### config.mk
export PLATFORM = sky130hd
export DESIGN_NAME = led_arbiter
export DESIGN_NICKNAME = d
export VERILOG_FILES = /design/src/rtl/led_arbiter.sv
export SDC_FILE = /design/constraint.sdc
export NUM_CORES = 1
export LEC_CHECK = 0
export BUFFER_PORTS_ARGS = -buffer_cell sky130_fd_sc_hd__buf_2
export CORE_MARGIN = 10
export CORE_UTILIZATION = 54
export DETAILED_ROUTE_END_ITERATION = 16
export GPL_ROUTABILITY_DRIVEN = 0
export PLACE_DENSITY = 0.84
export SLEW_MARGIN = 20
export SYNTH_ARGS = -nofsm -noshare
export SYNTH_HDL_FRONTEND = slang
export SYNTH_SLANG_ARGS = --single-unit
### constraint.sdc
create_clock -name clk -period 3.45 [get_ports clk]
set_clock_uncertainty 0.05 [all_clocks]
set_input_delay 0.69 -clock clk [delete_from_list [all_inputs] [get_ports clk]]
set_output_delay 0.69 -clock clk [all_outputs]
set_load 0.01 [all_outputs]
### src/rtl/led_arbiter.sv
// Three-requester LED bank arbiter: round-robin grant, non-preemptive hold of
// HOLD_CYCLES clocks, and back-to-back re-arbitration when the hold expires.
module led_arbiter #(
    parameter int WIDTH       = 6,
    parameter int HOLD_CYCLES = 8
) (
    input  logic             clk,
    input  logic             rst_n,
    input  logic [2:0]       req,
    input  logic [WIDTH-1:0] data0,
    input  logic [WIDTH-1:0] data1,
    input  logic [WIDTH-1:0] data2,
    output logic [WIDTH-1:0] led,
    output logic [2:0]       grant,
    output logic             busy
);

    typedef enum logic {
        IDLE,
        HOLD
    } state_t;

    localparam logic [7:0] HOLD_LOAD = 8'(HOLD_CYCLES - 1);

    state_t           state_q;
    logic [7:0]       cnt_q;
    logic [1:0]       last_q;
    logic [2:0]       grant_q;
    logic [WIDTH-1:0] led_q;
    logic             busy_q;

    logic [1:0]       c0, c1, c2;
    logic [1:0]       win_idx;
    logic             win_vld;
    logic [2:0]       grant_d;
    logic [WIDTH-1:0] led_d;

    function automatic logic [1:0] next_idx(input logic [1:0] p);
        return (p == 2'd2) ? 2'd0 : p + 2'd1;
    endfunction

    // Search starts just after the last owner, so the owner itself is checked last.
    always_comb begin
        c0      = next_idx(last_q);
        c1      = next_idx(c0);
        c2      = next_idx(c1);
        win_idx = c0;
        win_vld = 1'b1;
        if (req[c0]) begin
            win_idx = c0;
        end else if (req[c1]) begin
            win_idx = c1;
        end else if (req[c2]) begin
            win_idx = c2;
        end else begin
            win_vld = 1'b0;
        end
        grant_d = 3'b001 << win_idx;
        case (win_idx)
            2'd0:    led_d = data0;
            2'd1:    led_d = data1;
            default: led_d = data2;
        endcase
    end

    always_ff @(posedge clk or negedge rst_n) begin
        if (!rst_n) begin
            state_q <= IDLE;
            cnt_q   <= 8'd0;
            last_q  <= 2'd2;
            grant_q <= 3'b000;
            led_q   <= '0;
            busy_q  <= 1'b0;
        end else begin
            case (state_q)
                IDLE: begin
                    if (win_vld) begin
                        state_q <= HOLD;
                        cnt_q   <= HOLD_LOAD;
                        last_q  <= win_idx;
                        grant_q <= grant_d;
                        led_q   <= led_d;
                        busy_q  <= 1'b1;
                    end
                end
                HOLD: begin
                    if (cnt_q != 8'd0) begin
                        cnt_q <= cnt_q - 8'd1;
                    end else if (win_vld) begin
                        cnt_q   <= HOLD_LOAD;
                        last_q  <= win_idx;
                        grant_q <= grant_d;
                        led_q   <= led_d;
                        busy_q  <= 1'b1;
                    end else begin
                        state_q <= IDLE;
                        grant_q <= 3'b000;
                        busy_q  <= 1'b0;
                    end
                end
            endcase
        end
    end

    assign led   = led_q;
    assign grant = grant_q;
    assign busy  = busy_q;

endmodule

==> metrics.log <==
[metrics] Required @ worst endpoint: 3.59 ns
[metrics] leading cell type in the layout, fill and taps excluded: sky130_fd_sc_hd__buf_2
[metrics] number of levels the H-tree was split into: 1
[metrics] leakage: 0.6410 nW
[metrics] crit path max fanout: 12
[metrics] hold crit path type: primary input to async pin
[metrics] number of endpoints failing setup at the final stage: 0
[metrics] Buf/Inv on CP: 0
[metrics] number of fill cells in the layout: 167
[metrics] CTS tree: done
[metrics] Worst R2R End: last_q[0]$_DFFE_PN0P_
[metrics] result of the run: finished clean
[metrics] unrepaired setup endpoints after global routing: false
[metrics] Post-Route Setup TNS: 0 ns
[metrics] routed vias: 1,016
[metrics] worst ir drop on vdd: 0.2840 mV
[metrics] maximum root-to-sink buffer count: 2
[metrics] fin crit share: 63.86%
[metrics] Area growth, synth to finish: 17.62%
[metrics] Avg Inst Size Synth: 10.33 sq um
[metrics] crit path max-delay cell type: sky130_fd_sc_hd__dfrtp_1
[metrics] number of warnings printed during yosys synthesis: 0
[metrics] cell at the root of the clock tree: sky130_fd_sc_hd__clkbuf_4
[metrics] Seq pwr share: 52.2%
[metrics] total clock sinks: 21
[metrics] Die Wd: 65.87 um
[metrics] Syn Nets: 135
[metrics] switching share of power: 36.27%
[metrics] combinational share of power: 30.6%
[metrics] worst slew margin relative to its limit: 38.28%
[metrics] clock transition time at the flip-flop clock pins of the worst setup and hold paths: 0.13 ns
[metrics] std cell rows: 16
[metrics] starting density of the core: 57.32%
[metrics] aggregate global-route resource usage: 13.32%
[metrics] final hold viol count: 0
[metrics] longest individual stage delay on the worst path: 0.47 ns
[metrics] number of vias per cell after detailed routing: 6.012
[metrics] final core utilization: 67.42%
[metrics] sequential element share of the synthesized area: 46.37%
[metrics] reg-to-reg setup timing slack: 1.25 ns
[metrics] Achievable Freq: 0.4539 GHz
[metrics] Ports: 33
[metrics] diodes inserted: 0
[metrics] top library cells by usage in the layout, fill and taps aside: sky130_fd_sc_hd__buf_2, sky130_fd_sc_hd__dfrtp_1, sky130_fd_sc_hd__a21oi_1
[metrics] path depth of the worst reg2reg path: 4
[metrics] actual transition at the worst max-transition pin: 0.9229 ns
[metrics] r2r startpoint: cnt_q[3]$_DFF_PN0_
[metrics] # DRC: 0
[metrics] number of enable-type register cells in the synthesized netlist: 0
[metrics] number of buffer cells added on primary ports: 32
[metrics] Power Density: 523.6 nW/um^2
[metrics] number of iterations in the first detailed-routing pass: 4
[metrics] mapped cell area: 1136 sq um
[metrics] portion of total power attributed to the clock network: 17.2%
[metrics] die outline height: 65.87 um
[metrics] most frequently used flop master after synthesis: sky130_fd_sc_hd__dfrtp_1
[metrics] count of hold-fix buffers inserted at cts: 0
[metrics] Post-synth ARST share: 100.0%
[metrics] clock buffer count from CTS: 3
[metrics] total number of nets in the final design: 168
[metrics] area of the core: 1982 sq um
[metrics] number of maximum-capacitance violations: 0
[metrics] die footprint: 4338 sq um
[metrics] P_int: 0.4459 mW
[metrics] DRT Wirelength: 2.778 mm
[metrics] wire per inst: 16.44 um
[metrics] count of instances resized after the clock tree is built: 0
[metrics] kind of launch point of the worst setup path: flip-flop
[metrics] Yosys cell types: 35
[metrics] type of the setup path with the least slack: flip-flop to flip-flop
[metrics] ANT nets after route: 0
[metrics] Switch Pwr: 0.2538 mW
[metrics] wire length of the first global-routing pass: 4.692 mm
[metrics] synthesized instance count: 110
[metrics] Initial DRC Count: 57
[metrics] DPL Wire Length: 2.128 mm
[metrics] total congestion overflow: 0
[metrics] Top Family by Delay on Critical Path: simple AND/OR/NAND/NOR gates
[metrics] CP arrival: 2.35 ns
[metrics] post-CTS setup repair buffer count: 0
[metrics] number of flip-flops and latches in the synthesized netlist: 21
[metrics] proportion of layout cells with a drive suffix above 1: 30.99%
[metrics] Storage cell area: 526.8 sq um
[metrics] number of global-route vias before repair: 1,092
[metrics] largest net degree at the start of global routing: 22
[metrics] area taken by multi-input logic gates: 565.5 sq um
[metrics] list of cells traversed by the critical path: nor4_4, a31oi_4, nor2_2, mux2_2
[metrics] antenna violations before repair: 0
[metrics] total count of max-transition violations in the final report: 0
[metrics] type of destination of the critical path: flip-flop
[metrics] clk_lat worst skew: 0.31 ns
[metrics] minimum clock period: 2.203 ns
power groups by stage:
stage	Sequential (mW)	Clock [mW]	Combinational (mW)
2_1_floorplan	0.361	0	0.152
3_3_place_gp	0.365	0	0.201
3_5_place_dp	0.370	0	0.215
4_1_cts	0.365	0.122	0.217
5_1_grt	0.375	0.129	0.241
6_report	0.365	0.120	0.214
sequential cells by signal, indices dropped and copies added, names as in the netlist:
name and count:
state_q 1, last_q 2, cnt_q 8, led 6, busy 1, grant 3
metrics by stage:
stage	cells	power, mW	hold WS [ns]	cell area, sq um	setup WS [ns]
3_3_place_gp	165	0.5666	0.4042	1309	1.297
5_1_grt	169	0.7455	0.2886	1336	1.147
2_1_floorplan	110	0.5136	0.3444	1136	1.519
4_1_cts	169	0.7040	0.2781	1336	1.257
6_report	169	0.6997	0.2619	1336	1.247
3_5_place_dp	165	0.5851	0.4170	1309	1.154
final cells by class:
| type | instances | area share, % |
|---|---|---|
| Inverter | 6 | 1.685 |
| Tap cell | 27 | 2.528 |
| Sequential cell | 21 | 39.42 |
| Multi-Input combinational cell | 79 | 42.32 |
| Clock inverter | 1 | 0.3745 |
| Timing Repair Buffer | 32 | 11.99 |
| Clock buffer | 3 | 1.685 |
synthesized netlist by cell type (2+ instances only):
cell	number	area (sq um)
sky130_fd_sc_hd__mux2i_1	4	40.04
sky130_fd_sc_hd__nand3_1	4	20.02
sky130_fd_sc_hd__o21ai_0	5	25.02
sky130_fd_sc_hd__buf_2	2	10.01
sky130_fd_sc_hd__nand2_1	3	11.26
sky130_fd_sc_hd__or3_1	3	18.77
sky130_fd_sc_hd__ha_1	2	25.02
sky130_fd_sc_hd__nor3_1	4	20.02
sky130_fd_sc_hd__a22o_1	3	26.28
sky130_fd_sc_hd__a21oi_1	19	95.09
sky130_fd_sc_hd__dfrtp_1	20	500.5
sky130_fd_sc_hd__nor3b_1	2	15.01
sky130_fd_sc_hd__nand2b_1	2	12.51
sky130_fd_sc_hd__o21bai_1	2	15.01
sky130_fd_sc_hd__nor2_1	5	18.77
sky130_fd_sc_hd__inv_1	6	22.52
sky130_fd_sc_hd__a222oi_1	6	60.06
how the worst max path moves through the flow:
stage	start	to	slack, ns	depth (start not counted)
2_1_floorplan	req[1]	led[0]$_DFFE_PN0P_	1.52	5
3_3_place_gp	req[2]	grant[0]$_DFFE_PN0P_	1.30	4
3_5_place_dp	req[1]	led[2]$_DFFE_PN0P_	1.15	5
4_1_cts	cnt_q[3]$_DFF_PN0_	last_q[0]$_DFFE_PN0P_	1.26	4
5_1_grt	cnt_q[3]$_DFF_PN0_	last_q[0]$_DFFE_PN0P_	1.15	4
6_report	cnt_q[3]$_DFF_PN0_	last_q[0]$_DFFE_PN0P_	1.25	4
layer usage:
metal,vias up,global-route usage [%],wire length (um)
met5,-,0,0
met4,0,6.952,17
met3,2,6.102,260
met2,40,20.29,1282
met1,488,15.23,1218
li1,486,-,-
logic make-up (layout without fill, tap and decap cells):
family                     count (synthesis)  count (layout)  share of synthesized area, %
xor gates and xnor gates                   1               1                        0.7711
and+or+nand+nor                           27              27                         13.88
AOI/OAI and AO/OA                         43              43                         27.09
adders and majority gates                  2               2                         2.202
DFF                                       21              21                         46.37
buffers and inverters                     10              42                         3.854
muxes                                      6               6                         5.837
Note: power is estimated with default switching activity, not from simulation.
